==> src/rtl/dw02_mult_6_stage.sv <==
// Six-stage pipelined multiplier: capture, operand extension, partial products,
// pairwise reduction, split final add (low half, then high half with carry).
module dw02_mult_6_stage #(
    parameter int A_width = 8,
    parameter int B_width = 8
) (
    input  logic                       clk,
    input  logic                       reset,
    input  logic [A_width-1:0]         a,
    input  logic [B_width-1:0]         b,
    input  logic                       tc,
    output logic [A_width+B_width-1:0] product
);

    localparam int W  = A_width + B_width;
    localparam int HL = W / 2;
    localparam int HH = W - HL;

    // Stage 0: raw operand capture
    logic [A_width-1:0] a_q, a_d;
    logic [B_width-1:0] b_q, b_d;
    logic               tc_q, tc_d;
    // Stage 1: operands extended to full product width
    logic [W-1:0]       a_ext_q, a_ext_d, b_ext_q, b_ext_d;
    // Stage 2: four half-by-half partial products, already shifted into place
    logic [W-1:0]       pp_ll_q, pp_ll_d, pp_lh_q, pp_lh_d;
    logic [W-1:0]       pp_hl_q, pp_hl_d, pp_hh_q, pp_hh_d;
    // Stage 3: two reduced addends
    logic [W-1:0]       sum_x_q, sum_x_d, sum_y_q, sum_y_d;
    // Stage 4: low half of the final add plus its carry
    logic [HL-1:0]      lo_q, lo_d;
    logic               carry_q, carry_d;
    logic [HH-1:0]      x_hi_q, x_hi_d, y_hi_q, y_hi_d;
    // Stage 5: output register
    logic [W-1:0]       product_q, product_d;

    logic [HL-1:0]      a_lo, b_lo;
    logic [HH-1:0]      a_hi, b_hi;
    logic [HH-1:0]      hi_sum;

    always_comb begin
        a_d  = a;
        b_d  = b;
        tc_d = tc;

        // Multiplying the W-bit extensions modulo 2^W yields the exact product
        // in both modes, so the rest of the datapath is sign-agnostic.
        a_ext_d = {{B_width{tc_q & a_q[A_width-1]}}, a_q};
        b_ext_d = {{A_width{tc_q & b_q[B_width-1]}}, b_q};

        a_lo = a_ext_q[HL-1:0];
        a_hi = a_ext_q[W-1:HL];
        b_lo = b_ext_q[HL-1:0];
        b_hi = b_ext_q[W-1:HL];

        pp_ll_d = W'(a_lo) * W'(b_lo);
        pp_lh_d = (W'(a_lo) * W'(b_hi)) << HL;
        pp_hl_d = (W'(a_hi) * W'(b_lo)) << HL;
        pp_hh_d = (W'(a_hi) * W'(b_hi)) << (2 * HL);

        sum_x_d = pp_ll_q + pp_lh_q;
        sum_y_d = pp_hl_q + pp_hh_q;

        {carry_d, lo_d} = {1'b0, sum_x_q[HL-1:0]} + {1'b0, sum_y_q[HL-1:0]};
        x_hi_d = sum_x_q[W-1:HL];
        y_hi_d = sum_y_q[W-1:HL];

        hi_sum    = x_hi_q + y_hi_q + HH'(carry_q);
        product_d = {hi_sum, lo_q};
    end

    // NOTE: synchronous reset clears every stage so in-flight pairs are flushed;
    // all state uses non-blocking assignments so stages update together.
    always_ff @(posedge clk) begin
        if (reset) begin
            a_q       <= '0;
            b_q       <= '0;
            tc_q      <= 1'b0;
            a_ext_q   <= '0;
            b_ext_q   <= '0;
            pp_ll_q   <= '0;
            pp_lh_q   <= '0;
            pp_hl_q   <= '0;
            pp_hh_q   <= '0;
            sum_x_q   <= '0;
            sum_y_q   <= '0;
            lo_q      <= '0;
            carry_q   <= 1'b0;
            x_hi_q    <= '0;
            y_hi_q    <= '0;
            product_q <= '0;
        end else begin
            a_q       <= a_d;
            b_q       <= b_d;
            tc_q      <= tc_d;
            a_ext_q   <= a_ext_d;
            b_ext_q   <= b_ext_d;
            pp_ll_q   <= pp_ll_d;
            pp_lh_q   <= pp_lh_d;
            pp_hl_q   <= pp_hl_d;
            pp_hh_q   <= pp_hh_d;
            sum_x_q   <= sum_x_d;
            sum_y_q   <= sum_y_d;
            lo_q      <= lo_d;
            carry_q   <= carry_d;
            x_hi_q    <= x_hi_d;
            y_hi_q    <= y_hi_d;
            product_q <= product_d;
        end
    end

    assign product = product_q;

endmodule

==> config.mk <==
export PLATFORM = sky130hd
export DESIGN_NAME = dw02_mult_6_stage
export DESIGN_NICKNAME = d
export VERILOG_FILES = /design/src/rtl/dw02_mult_6_stage.sv
export SDC_FILE = /design/constraint.sdc
export NUM_CORES = 1
export LEC_CHECK = 0
export BUFFER_PORTS_ARGS = -buffer_cell sky130_fd_sc_hd__buf_2
export CAP_MARGIN = 10
export CORE_MARGIN = 2
export CORE_UTILIZATION = 50
export DETAILED_ROUTE_END_ITERATION = 7
export HOLD_SLACK_MARGIN = 0.08
export PLACE_DENSITY = 0.72
export SLEW_MARGIN = 20
export SYNTH_ARGS = -nofsm -noshare
export SYNTH_HDL_FRONTEND = slang
export SYNTH_SLANG_ARGS = --single-unit
==> constraint.sdc <==
create_clock -name clk -period 10.1 [get_ports clk]
set_input_delay 1.01 -clock clk [delete_from_list [all_inputs] [get_ports clk]]
set_output_delay 1.01 -clock clk [all_outputs]
set_load 0.03 [all_outputs]
==> flow_summary_export.csv <==
group,metric,value,unit
pwr,p_leak,3.50,nW
setup_path,crit_fanout,12,
setup_path,timing.critical_path.from_type,"flop",
clocking,cts_sinks,131,
routing,drtIter0Drc,294,
clocking,clkLatencyLatePin,0.41,ns
floorplan,core_area,12600,um^2
routing,vias_per_cell,4.92,
global_routing,grt_pass1_vias,4235,
timing,tightest_slew,0.706,ns
global_routing,antenna_found_initial,0,
routing,antenna_left,0,
synth,yosysWarnings,0,
clocking,cts.path.max_buffers,2,
synth,ys_seq_area_share,40.5,%
timing,fmax,219,MHz
routing,first_pass_iters,4,
floorplan,io-pin-count,35,
global_routing,overflow,0,
pwr,peakVddDrop,0.000129,V
routing,met2_length,5.65,mm
run_status,status,"completed",
routing,drcViolationCount,0,
floorplan,dieWidth,118,um
synth,synth_cell_type_count,45,
clocking,cts_made_buffers,17,
clocking,tritoncts,"yes",
timing,fin_crit,4.56,ns
pwr,pwr-share-seq,44.4,%
timing,tns,0,ns
global_routing,grt_usage,18.1,%
floorplan,initial_core_util,51.3,%
synth,synth_edf_count,0,
setup_path,end_kind,"flop",
setup_path,required,10.40,ns
job,max_cap_viol_count,0,
synth,syn_area,6480,um^2
cells_and_area,antenna_cells,0,
setup_path,cp_data_arrival_time,4.85,ns
cells_and_area,area_growth,14.2,%
setup_path,r2r_slack,5.54,ns
timing,relSlewSlack,53.0,%
routing,route.met3.wl,491,um
pwr,power_density,164,nW/um^2
timing,maxSlewViolCount,0,
timing,rsz0062_at_grt,"no",
placement,placed_cell_area,6780,um^2
timing,hold_viol,0,
clocking,cts_setup_buffers,0,
placement,io_buffers,34,
routing,wl,11.6,mm
floorplan,die_y,118,um
pwr,p_int,0.956,mW
cells_and_area,fin_area,7400,um^2
global_routing,grt_max_degree,77,
pwr,comb_power_share,3.8,%
clocking,clk_pin_slew,0.06,ns
pwr,p_sw_share,21.1,%
routing,vias,4203,
routing,met1Wirelength,5.18,mm
timing,finalSetupViolCount,0,
global_routing,grt_pass1_wl,19.8,mm
clocking,hold_buffers,0,
synth,syn_avg_cell_area,10.1,um^2
floorplan,fp-row-count,41,
clocking,cts_root_buffer,"clkbuf_16",
placement,gp_congestion,0.901,
cells_and_area,nets,779,
pwr,clkPwrFrac,51.9,%
placement,dp_hpwl,8.68,mm
timing,fin_skew,0.0107,ns
pwr,net-switching-power,0.256,mW
timing,final_min_period_over_clock_period,45.1,%
cells_and_area,drive_gt1_share,11.4,%
setup_path,criticalPathCategory,"reg2reg",
routing,top_layer_used,"met4",
synth,async_flop_share,0,%
synth,ys_seq_elements,131,
synth,postSynthCellCount,642,
clocking,postCtsResizedCells,0,
routing,drt-wirelength-per-cell,13.6,um
synth,syn-num-nets,751,
synth,synthFlopType,"dfxtp_1",
hold_path,hold_class,"reg2reg",
clocking,ctsHtreeMaxLevel,4,
floorplan,die_area,13900,um^2
==> cell usage after synthesis, drive strengths merged (3+ instances only) <==
cell type / instances / area (um^2)
nand3b: 3 / 22.5
a21oi: 11 / 55.1
xor2: 9 / 78.8
a211oi: 4 / 35.0
nand2: 22 / 82.6
nor2b: 101 / 639
clkbuf: 26 / 97.6
dfxtp: 131 / 2620
o21ai: 13 / 65.1
o31a: 4 / 43.8
fa: 38 / 761
xnor2: 9 / 78.8
a21boi: 3 / 22.5
o311ai: 4 / 35.0
a21o: 9 / 67.6
o21a: 4 / 30.0
and3: 5 / 31.3
and2: 52 / 325
nor3b: 11 / 87.6
nor3: 15 / 75.1
nor2: 30 / 113
or4: 4 / 30.0
nand2b: 9 / 56.3
ha: 52 / 651
inv: 55 / 206
==> metrics by stage <==
stage	setup slack, ns	instances	hold WS (ns)	power, mW	utilization, %
floorplan	5.80	642	0.414	0.580	-
global placement	5.71	823	0.415	0.593	53.7
detailed placement	5.56	823	0.420	0.595	53.7
CTS	5.55	854	0.427	1.22	58.6
global route	5.28	854	0.451	1.26	58.6
finish	5.54	854	0.423	1.21	58.6
==> layer usage <==
layer  up-vias  GRT usage [%]
met5         -              0
met3        21           5.52
met1      1973           22.0
met2        91           29.9
li1       2118              -
met4         0           7.68
==> cell usage in the layout (no fill, tap or decap), types with 2 or more instances in the layout <==
master	count
dfxtp_1	131
nor2b_1	100
inv_1	55
and2_1	52
ha_1	52
fa_1	38
buf_2	33
nor2_1	30
nand2_1	22
clkbuf_16	17
nor3_1	15
a21oi_1	11
nor3b_1	10
nand2b_1	9
a21o_1	9
xnor2_1	9
xor2_1	9
o21ai_0	7
o21ai_1	6
and3_1	5
o311ai_1	4
o21a_1	4
or4_1	4
a21boi_1	3
a211oi_1	3
o31a_1	3
nand3b_1	3
clkinv_4	3
clkinvlp_4	3
clkbuf_8	3
bufinv_16	3
or2_2	2
o21ba_2	2
nor4_1	2
buf_4	2
==> worst max-delay path: stages (launching register included) <==
cell	delay, ns
dfxtp_1	0.55
and2_1	0.22
fa_1	0.42
inv_1	0.08
fa_1	0.44
fa_1	0.54
fa_1	0.55
inv_1	0.05
ha_1	0.36
and3_1	0.20
a221oi_2	0.35
nor3_1	0.13
a211oi_2	0.23
mux2_1	0.33
==> path summary, 6_finish.rpt <==
path         cells after the start           to  startpoint
max                             13  pp_ll_q[14]  b_ext_q[2]
min                              1   a_ext_q[6]      a_q[6]
max reg2reg                     13  pp_ll_q[14]  b_ext_q[2]
min reg2reg                      1   a_ext_q[6]      a_q[6]
==> power by group through the flow <==
| stage | sequential (mW) | combinational (mW) | clock [mW] |
|---|---|---|---|
| 6_report | 0.537 | 0.0459 | 0.628 |
| 3_3_place_gp | 0.548 | 0.0452 | 0 |
| 5_1_grt | 0.539 | 0.0528 | 0.666 |
| 3_5_place_dp | 0.548 | 0.0462 | 0 |
| 4_1_cts | 0.537 | 0.0468 | 0.639 |
| 2_1_floorplan | 0.543 | 0.0374 | 0 |
==> state kept, by name (all words and copies together) (netlist names), 9 cells and up <==
register and cells:
product 16, a_ext_q 9, pp_ll_q 16, sum_x_q 16
b_ext_q 9
==> cell families (layout without fill, tap and decap cells) <==
group	Yosys count	in the layout	synth area share (%)
AO/OA/AOI/OAI	58	58	6.45
XOR/XNOR	18	18	2.43
adder cells (fa/ha/maj)	90	90	21.8
buffers and inverters	81	121	4.69
flip-flops	131	131	40.5
multiplexers	1	1	0.174
AND/OR/NAND/NOR	263	263	24.0
==> layout make-up <==
class                      instances  area, um^2
inverter                          55         206
multi-input combinational        430        3550
clock inverter                    11         153
tap                              172         215
sequential                       131        2620
timing repair buffer              35         180
fill                            1121        5220
clock buffer                      20         467
(Power assumes the default switching activity.)
